[config.mk]
export PLATFORM = sky130hd
export DESIGN_NAME = adder_sched
export DESIGN_NICKNAME = d
export VERILOG_FILES = /design/src/rtl/adder_sched.sv
export SDC_FILE = /design/constraint.sdc
export NUM_CORES = 1
export LEC_CHECK = 0
export ABC_AREA = 1
export ABC_CLOCK_PERIOD_IN_PS = 4900
export CAP_MARGIN = 40
export CORE_AREA = 2 2 109 111
export CTS_BUF_LIST = sky130_fd_sc_hd__clkbuf_8
export CTS_CLUSTER_SIZE = 12
export DETAILED_ROUTE_END_ITERATION = 12
export DIE_AREA = 0 0 111 113
export PLACE_DENSITY = 0.87
export SYNTH_ARGS = -nofsm -noshare
export SYNTH_HDL_FRONTEND = slang
export SYNTH_SLANG_ARGS = --single-unit
[constraint.sdc]
create_clock -name clk -period 4.9 [get_ports clk]
set_input_delay 0.735 -clock clk [delete_from_list [all_inputs] [get_ports clk]]
set_output_delay 0.735 -clock clk [all_outputs]
set_load 0.01 [all_outputs]
[src/rtl/adder_sched.sv]
// Round-robin scheduler that lets N_REQ requesters share one streaming adder.
// The granted requester's index rides through an in-flight tag FIFO so that each
// result coming back from the adder is steered to the requester that issued it.
// A flush request drains all outstanding work and then pulses flush_done.
// Optional feature: define ADDER_SCHED_STATS_EN to build the issue/return counters.
module adder_sched #(
    parameter int N_REQ     = 4,
    parameter int DATA_W    = 16,
    parameter int TAG_DEPTH = 8
) (
    input  logic                      clk,
    input  logic                      rst,
    input  logic [N_REQ-1:0]          req_valid,
    input  logic [N_REQ*DATA_W-1:0]   req_a,
    input  logic [N_REQ*DATA_W-1:0]   req_b,
    output logic [N_REQ-1:0]          req_ready,
    output logic                      add_a_valid,
    output logic                      add_b_valid,
    output logic [DATA_W-1:0]         add_a_data,
    output logic [DATA_W-1:0]         add_b_data,
    input  logic                      add_a_full,
    input  logic                      add_b_full,
    input  logic                      add_out_valid,
    input  logic [DATA_W:0]           add_out_data,
    output logic [N_REQ-1:0]          res_valid,
    output logic [DATA_W:0]           res_data,
    input  logic                      flush,
    output logic                      flush_done,
    output logic                      err_orphan,
    output logic [31:0]               stat_issued,
    output logic [31:0]               stat_returned
);

    localparam int IDX_W = (N_REQ > 1) ? $clog2(N_REQ) : 1;
    localparam int PTR_W = (TAG_DEPTH > 1) ? $clog2(TAG_DEPTH) : 1;
    localparam int CNT_W = PTR_W + 1;

    typedef enum logic [1:0] {RUN, DRAIN, DONE} state_t;

    state_t             state_q, state_d;
    logic [IDX_W-1:0]   rrPtr_q;
    logic [IDX_W-1:0]   rrNext;
    logic [IDX_W-1:0]   grantIdx;
    logic               grantFound;
    logic [IDX_W-1:0]   tagMem_q [TAG_DEPTH];
    logic [PTR_W-1:0]   wrPtr_q, rdPtr_q;
    logic [CNT_W-1:0]   tagCount_q;
    logic               tagFull, tagEmpty;
    logic               issue, pop, orphan;
    logic [IDX_W-1:0]   popTag;
    logic [N_REQ-1:0]   resValid_q, resValid_d;
    logic [DATA_W:0]    resData_q, resData_d;
    logic               errOrphan_q;

    // Round-robin search: first valid requester at or after the pointer, wrapping around.
    always_comb begin
        grantFound = 1'b0;
        grantIdx   = '0;
        for (int k = 0; k < N_REQ; k++) begin
            if (!grantFound && req_valid[(int'(rrPtr_q) + k) % N_REQ]) begin
                grantFound = 1'b1;
                grantIdx   = IDX_W'((int'(rrPtr_q) + k) % N_REQ);
            end
        end
    end

    // A full tag FIFO still accepts a push when a result pops an entry in the same cycle.
    assign tagEmpty = (tagCount_q == '0);
    assign pop      = add_out_valid && !tagEmpty;
    assign orphan   = add_out_valid && tagEmpty;
    assign tagFull  = (tagCount_q == CNT_W'(TAG_DEPTH)) && !pop;
    assign issue    = !rst && (state_q == RUN) && grantFound &&
                      !add_a_full && !add_b_full && !tagFull;
    assign rrNext   = (int'(grantIdx) == N_REQ - 1) ? '0 : grantIdx + 1'b1;
    assign popTag   = tagMem_q[rdPtr_q];

    assign req_ready   = issue ? (N_REQ'(1) << grantIdx) : '0;
    assign add_a_valid = issue;
    assign add_b_valid = issue;
    assign add_a_data  = req_a[grantIdx*DATA_W +: DATA_W];
    assign add_b_data  = req_b[grantIdx*DATA_W +: DATA_W];

    // Tag storage holds no control state, so it is written without reset.
    always_ff @(posedge clk) begin
        if (issue) begin
            tagMem_q[wrPtr_q] <= grantIdx;
        end
    end

    // Tag FIFO pointers, occupancy and the round-robin pointer.
    always_ff @(posedge clk) begin
        if (rst) begin
            wrPtr_q    <= '0;
            rdPtr_q    <= '0;
            tagCount_q <= '0;
            rrPtr_q    <= '0;
        end else begin
            if (issue) begin
                wrPtr_q <= wrPtr_q + 1'b1;
                rrPtr_q <= rrNext;
            end
            if (pop) begin
                rdPtr_q <= rdPtr_q + 1'b1;
            end
            if (issue && !pop) begin
                tagCount_q <= tagCount_q + 1'b1;
            end else if (pop && !issue) begin
                tagCount_q <= tagCount_q - 1'b1;
            end
        end
    end

    // Steer each popped result to the requester whose tag it carries.
    always_comb begin
        resValid_d = '0;
        resData_d  = resData_q;
        if (pop) begin
            resValid_d[popTag] = 1'b1;
            resData_d          = add_out_data;
        end
    end

    // Registered result stream plus the sticky orphan-result flag.
    always_ff @(posedge clk) begin
        if (rst) begin
            resValid_q  <= '0;
            resData_q   <= '0;
            errOrphan_q <= 1'b0;
        end else begin
            resValid_q <= resValid_d;
            resData_q  <= resData_d;
            if (orphan) begin
                errOrphan_q <= 1'b1;
            end
        end
    end

    assign res_valid  = resValid_q;
    assign res_data   = resData_q;
    assign err_orphan = errOrphan_q;

    // Flush sequencing: an already-empty FIFO skips DRAIN and goes straight to DONE.
    always_comb begin
        state_d = state_q;
        unique case (state_q)
            RUN: begin
                if (flush) begin
                    state_d = (tagEmpty && !issue) ? DONE : DRAIN;
                end
            end
            DRAIN: begin
                if (tagEmpty) begin
                    state_d = DONE;
                end
            end
            DONE:    state_d = RUN;
            default: state_d = RUN;
        endcase
    end

    // FSM state register.
    always_ff @(posedge clk) begin
        if (rst) begin
            state_q <= RUN;
        end else begin
            state_q <= state_d;
        end
    end

    assign flush_done = (state_q == DONE);

`ifdef ADDER_SCHED_STATS_EN
    logic [31:0] statIssued_q, statReturned_q;

    // Free-running issue/return counters that wrap naturally at 2^32.
    always_ff @(posedge clk) begin
        if (rst) begin
            statIssued_q   <= '0;
            statReturned_q <= '0;
        end else begin
            if (issue) begin
                statIssued_q <= statIssued_q + 32'd1;
            end
            if (pop) begin
                statReturned_q <= statReturned_q + 32'd1;
            end
        end
    end

    assign stat_issued   = statIssued_q;
    assign stat_returned = statReturned_q;
`else
    assign stat_issued   = '0;
    assign stat_returned = '0;
`endif

endmodule

Word-level counts from Yosys, hierarchy flattened
Memory sizes are Yosys's and may differ from the RTL's. A register that Yosys moved wholly into a read port is not among the register bits.
Cells that the tools add are included.
{"block": "classes", "add_sub_neg": 8, "n_lt_le_gt_ge": 6, "n_eq_ne": 6, "n_shift": 3, "n_mux": 33, "bitwise_logic": 4, "n_reduce_logical": 33}
{"cell": "64-bit by 7-bit variable part select with 16-bit output", "count": 2}
{"cell": "2-bit 2-to-1 mux", "count": 8}
{"cell": "1-bit logical AND", "count": 15}
{"cell": "1-bit 2-to-1 mux", "count": 14}
{"cell": "3-bit by 4-bit < comparator with 1-bit output (second input constant)", "count": 3}
{"cell": "4-bit 2-to-1 mux", "count": 3}
{"cell": "1-bit logical NOT", "count": 10}
{"cell": "1-bit binary-select mux with 2-bit select", "count": 4}
{"cell": "2-bit OR reduction", "count": 4}
{"cell": "3-bit by 1-bit adder with 3-bit output (second input constant)", "count": 2}
{"cell": "2-bit by 3-bit < comparator with 1-bit output (second input constant)", "count": 2}
{"cell": "3-bit 2-to-1 mux", "count": 2}
{"cell": "2-bit by 1-bit adder with 2-bit output (second input constant)", "count": 2}
{"cell": "2-bit adder (second input constant)", "count": 2}
{"cell": "4-bit by 1-bit adder with 4-bit output (second input constant)", "count": 1}
{"cell": "2-bit by 1-bit equality test with 1-bit output (second input constant)", "count": 2}
{"cell": "4-bit equality test (second input constant)", "count": 1}
{"cell": "4-bit logical NOT", "count": 1}
{"cell": "2-bit != test (second input constant)", "count": 2}
{"cell": "2-bit case mux with 2 select lines", "count": 1}
{"cell": "1-bit by 2-bit << shifter with 4-bit output (first input constant)", "count": 1}
{"cell": "4-bit by 1-bit subtractor with 4-bit output (second input constant)", "count": 1}
{"cell": "1-bit bitwise AND (first input constant)", "count": 3}
{"cell": "1-bit demux with 2-bit select", "count": 1}
{"cell": "6 further kinds", "count": 6}
{"block": "word_totals", "regBits": 36, "ramBits": 16, "in_bits": 155, "output_inout_bits": 125, "word_cells": 102, "memories": 1}
{"name": "tagMem_q", "depth": 8, "width": 2, "rd": 1, "rd_clocked_by_memory_dff": 1, "write_ports": 1, "line_no": "45", "source": "logic [IDX_W-1:0] tagMem_q [TAG_DEPTH];"}

Logic depth before layout (Yosys ltp)
{"block": "logic_depth", "ltp_word": 23, "depth_mapped": 20, "ltp_nobuf": 20}

Least setup slack after synthesis
Ideal clock, no wire load.
{"block": "synth_timing", "kind": "input-to-output", "from": "input req_valid[3]", "to": "output req_ready[1]", "arrival_ps": 2157, "required_time_ps": 4165, "path_slack_ps": 2008, "cell_stages": 14, "path_buffers": 2, "path_cell_list": "inv_1 nand2_1 nand3_2 nand2_2 nor2_4 nand3_2 nand2_1 nand2_2 buf_6 buf_6 inv_1 ha_1 inv_1 nor2_1"}
{"block": "synth_between", "word_cells_on_any_way": 31, "classes_between": "shift: 1; mux: 20; reduce/logical: 10"}
{"item": "from (decl)", "line_no": "13", "source": "input logic [N_REQ-1:0] req_valid,"}
{"item": "1-bit binary-select mux with 2-bit select", "line_no": "60", "source": "if (!grantFound && req_valid[(int'(rrPtr_q) + k) % N_REQ]) begin"}
{"item": "1-bit 2-to-1 mux (implied by the code)", "line_no": "60"}
{"item": "1-bit 2-to-1 mux", "line_no": "60"}
{"item": "1-bit logical NOT", "line_no": "60"}
{"item": "1-bit logical AND", "line_no": "60"}
{"item": "1-bit 2-to-1 mux", "line_no": "60"}
{"item": "1-bit logical NOT", "line_no": "60"}
{"item": "1-bit logical AND", "line_no": "60"}
{"item": "1-bit 2-to-1 mux", "line_no": "60"}
{"item": "1-bit logical NOT", "line_no": "60"}
{"item": "1-bit logical AND", "line_no": "60"}
{"item": "2-bit 2-to-1 mux *", "line_no": "60"}
{"item": "net grantIdx[0]", "line_no": "43", "source": "logic [IDX_W-1:0] grantIdx;"}
{"item": "1-bit by 2-bit << shifter with 4-bit output *", "line_no": "77", "source": "assign req_ready = issue ? (N_REQ'(1) << grantIdx) : '0;"}
{"item": "4-bit 2-to-1 mux *", "line_no": "77"}
{"item": "to (decl)", "line_no": "16", "source": "output logic [N_REQ-1:0] req_ready,"}
Mark *: on every way through the listed nets, which the timed path passes. The rest lies on a longest branch. The select of a mux whose other input is x is not followed.

Worst setup path in the final report
{"block": "layout_timing", "from": "input req_valid[3]", "to": "output add_b_data[15]"}
{"block": "layout_between", "elab_chain_len": 13, "word_cells_on_any_way": 25, "classes_between": "shift: 1; mux: 18; reduce/logical: 6"}
{"item": "1-bit binary-select mux with 2-bit select", "line_no": "60"}
{"item": "1-bit 2-to-1 mux (implied by the code)", "line_no": "60"}
{"item": "1-bit 2-to-1 mux", "line_no": "60"}
{"item": "1-bit logical NOT", "line_no": "60"}
{"item": "1-bit logical AND", "line_no": "60"}
{"item": "1-bit 2-to-1 mux", "line_no": "60"}
{"item": "1-bit logical NOT", "line_no": "60"}
{"item": "1-bit logical AND", "line_no": "60"}
{"item": "1-bit 2-to-1 mux", "line_no": "60"}
{"item": "1-bit logical NOT", "line_no": "60"}
{"item": "1-bit logical AND", "line_no": "60"}
{"item": "2-bit 2-to-1 mux *", "line_no": "60"}
{"item": "64-bit by 7-bit variable part select with 16-bit output *", "line_no": "81", "source": "assign add_b_data = req_b[grantIdx*DATA_W +: DATA_W];"}
{"item": "to (decl)", "line_no": "20", "source": "output logic [DATA_W-1:0] add_b_data,"}
Mark *: on every way between the ends. The rest lies on a longest branch, timed or not. The select of a mux whose other input is x is not followed.

==> flow_summary.json <==
{
  "outcome": "complete, no violations",
  "report.final.slew_viol_count": 0,
  "whs_ns": 0.4593,
  "areaGrowthSynthToFinish_pct": 43.56,
  "grt_pass1_vias": 4462,
  "hold_buffers": 0,
  "ys_seq_area_frac": 0.2721,
  "gp_congestion": 0.9349,
  "dpl_cell_area_sq_um": 6553,
  "wl_per_cell_um": 11.95,
  "cp-endpoint": "add_b_data[15]",
  "grt_start_max_net_pins": 65,
  "grt_overflow_total": 0,
  "rsz0062_at_grt": "no",
  "final_net_count": 1091,
  "crit_fanout": 63,
  "ctsResizeCount": 0,
  "power_frac_comb": 0.665,
  "fp.dieH_um": 113,
  "finalCritPeriodShare": 0.8215,
  "p_per_area_nw_per_um2": 412.1,
  "irDropWorstVdd_v": 0.0002511,
  "grt_antenna_before_repair": 1,
  "timing.fmax_mhz": 248.4,
  "p_switching_w": 0.001199,
  "tightest_slew_ns": 0.6919,
  "rows": 39,
  "final_area_sq_um": 6655,
  "seqPwrFrac": 0.239,
  "path_class": "input port to output port",
  "cp_top_family": "buffers and inverters",
  "finalSetupViolations": 0,
  "cp-startpoint": "req_valid[3]",
  "cp-end-kind": "output port",
  "leakage_nw": 3.259,
  "cpPeakStageDelay_ns": 0.53,
  "fillers": 1042,
  "start_util": 0.4113,
  "syn_inst": 736,
  "synth_top_area_share": 0.1684,
  "die-area_sq_um": 12540,
  "tns_ns": 0,
  "cp_common_cell": "nand2_1",
  "maxSlewHeadroom": 0.5359,
  "cp_cell_sequence": "clkdlybuf4s50_1, inv_1, nand2_1, nand3_1, nand2_1, a21oi_1, nand2_2, nand2_2, buf_4, nand2_1, nand3_1, nand2_1, clkdlybuf4s50_1",
  "switching_share": 0.4371,
  "worstPathBufferInverterCount": 4,
  "min_period_ns": 4.025,
  "ios": 280,
  "reg2regPathDepth": 18,
  "fin_skew_ns": 0.007541,
  "cts_buffer_depth": 2,
  "wl_um": 12810,
  "synth-seq-cells": 55,
  "postCtsSetupBuffers": 0,
  "hold_path_class": "flip-flop to flip-flop",
  "crit_cells": 13,
  "clockRootBuffer": "clkbuf_8",
  "r2r-start": "tagCount_q[1]$_SDFFE_PP0P_",
  "clock_latency_ns": 0.31,
  "core_area_sq_um": 11270,
  "fp.dieW_um": 111,
  "clockPowerShare": 0.096,
  "via_count": 4877,
  "drc_errors": 0,
  "synth_area_leader_cell": "dfxtp_1",
  "cts_tree": "built",
  "cp_slowest_cell": "buf_4",
  "path_clk_slew_ns": 0.10,
  "synth.yosys.warnings": 0,
  "drt-pass1-iter-count": 4,
  "required_ns": 4.16,
  "grt_pass1_wl_um": 20060,
  "track_usage": 0.1914,
  "via_per_inst": 4.549,
  "drt_iter0_markers": 222,
  "intPower_w": 0.001544,
  "hpwl_um": 9966,
  "h-tree-depth": 2,
  "drive_above_1_share": 0.03560,
  "cap_violations": 0,
  "drtAntennaViolNets": 0,
  "syn_area_sq_um": 4636,
  "ys_top_cells_by_area": "dfxtp_1 (17%), nand2_1 (12%), buf_4 (12%), nand3_1 (11%), inv_1 (11%)",
  "rr_endpoint": "tagCount_q[3]$_SDFFE_PP0P_",
  "utilization": 0.5904,
  "cts_sinks": 55,
  "worstPathArrival_ns": 3.29,
  "hold_violations": 0,
  "yosysUniqueCellTypes": 29,
  "port-buffer-count": 215,
  "r2r_slack_ns": 1.39,
  "syn_area_per_cell_sq_um": 6.299,
  "worst_setup_path_start_kind": "input port",
  "cts_buffers": 5
}
cells by family after synthesis:
| group | count (synthesis) | share of synthesized area |
|---|---|---|
| AO/OA/AOI/OAI | 55 | 0.06127 |
| adder cells (fa/ha/maj) | 10 | 0.02861 |
| buffers and inverters | 237 | 0.2613 |
| other | 1 | 0.0008089 |
| XOR/XNOR | 2 | 0.003779 |
| flip-flops | 55 | 0.2721 |
| AND/OR/NAND/NOR | 376 | 0.3722 |
routing by layer:
layer	share of wire	wire length (um)	vias to the layer above	GRT usage
met2	0.52	6711	166	0.3661
met4	0.017	218	0	0.04833
li1	-	-	2535	-
met3	0.076	977	12	0.05463
met1	0.38	4899	2164	0.2076
met5	0	0	-	0
Yosys cell counts:
master	instances
a21oi_1	15
buf_1	2
buf_2	14
buf_4	73
buf_6	4
clkbuf_1	8
clkinv_1	1
conb_1	1
dfxtp_1	39
edfxtp_1	16
fa_1	1
ha_1	9
inv_1	130
inv_2	5
nand2_1	152
nand2_2	7
nand3_1	105
nand3_2	3
nand3b_1	33
nand4_1	1
nor2_1	65
nor2_4	1
nor3_1	8
o2111ai_1	1
o21ai_0	34
o21ai_1	1
o22ai_1	4
or2_2	1
xor2_1	2
through the flow:
stage               worst slack [ns]  power (W)  cells
finish                        0.8747   0.002743   1072
global route                  0.6294   0.002987   1071
CTS                           0.8634   0.002766   1070
detailed placement            0.8729   0.002496   1062
global placement              0.9097   0.002473   1062
floorplan                      2.008   0.001790    799
state kept, by name, summed over array words and instances, names as in the netlist, named ones only:
signal / cells
state_q: 2
wrPtr_q: 3
err_orphan: 1
tagCount_q: 4
res_valid: 4
res_data: 17
rdPtr_q: 3
rrPtr_q: 2
tagMem_q: 16
placed cells by master, fill, tap and decap left out:
master	Yosys	routed
a21oi_1	15	15
buf_4	73	6
clkbuf_8	0	6
clkdlybuf4s50_1	0	215
clkinv_1	1	1
clkinv_4	0	1
conb_1	1	64
dfxtp_1	39	39
diode_2	0	2
edfxtp_1	16	16
fa_1	1	1
ha_1	9	9
inv_1	130	130
inv_2	5	5
inv_4	0	1
nand2_1	152	150
nand2_2	7	9
nand3_1	105	105
nand3_2	3	3
nand3b_1	33	33
nand4_1	1	1
nor2_1	65	65
nor2_4	1	1
nor3_1	8	8
o2111ai_1	1	1
o21ai_0	34	34
o21ai_1	1	1
o22ai_1	4	4
or2_2	1	1
xor2_1	2	2
power groups by stage:
| stage | Combinational [W] | Sequential, W | Clock, W |
|---|---|---|---|
| 6_report | 0.00182 | 0.000656 | 0.000263 |
| 5_1_grt | 0.00202 | 0.000672 | 0.000290 |
| 4_1_cts | 0.00184 | 0.000656 | 0.000270 |
| 3_5_place_dp | 0.00183 | 0.000666 | 0 |
| 3_3_place_gp | 0.00181 | 0.000663 | 0 |
| 2_1_floorplan | 0.00111 | 0.000678 | 0 |
cell type report:
type,count,area (sq um),share of cell area
sequential,55,1261,0.1895
inverter,136,510.5,0.07671
timing repair buffer,221,2197,0.3301
multi-input combinational,507,2405,0.3613
tap,143,178.9,0.02688
clock inverter,2,15.01,0.002256
antenna,2,5.005,0.0007520
clock buffer,6,82.58,0.01241
how the worst min path moves through the flow:
stage | from | end | slack [ns] | cells after the start
finish | err_orphan$_SDFFE_PP0P_ | err_orphan$_SDFFE_PP0P_ | 0.46 | 2
global placement | err_orphan$_SDFFE_PP0P_ | err_orphan$_SDFFE_PP0P_ | 0.44 | 2
global route | err_orphan$_SDFFE_PP0P_ | err_orphan$_SDFFE_PP0P_ | 0.50 | 2
CTS | err_orphan$_SDFFE_PP0P_ | err_orphan$_SDFFE_PP0P_ | 0.46 | 2
floorplan | rdPtr_q[2]$_SDFFE_PP0N_ | flip-flop | 0.43 | 2
detailed placement | err_orphan$_SDFFE_PP0P_ | err_orphan$_SDFFE_PP0P_ | 0.44 | 2
worst min-delay path, cell delays in order (launching register included):
cell     delay (ns)
dfxtp_1        0.32
inv_1          0.05
a21oi_1        0.05
Note: power is estimated with default switching activity, not from simulation.
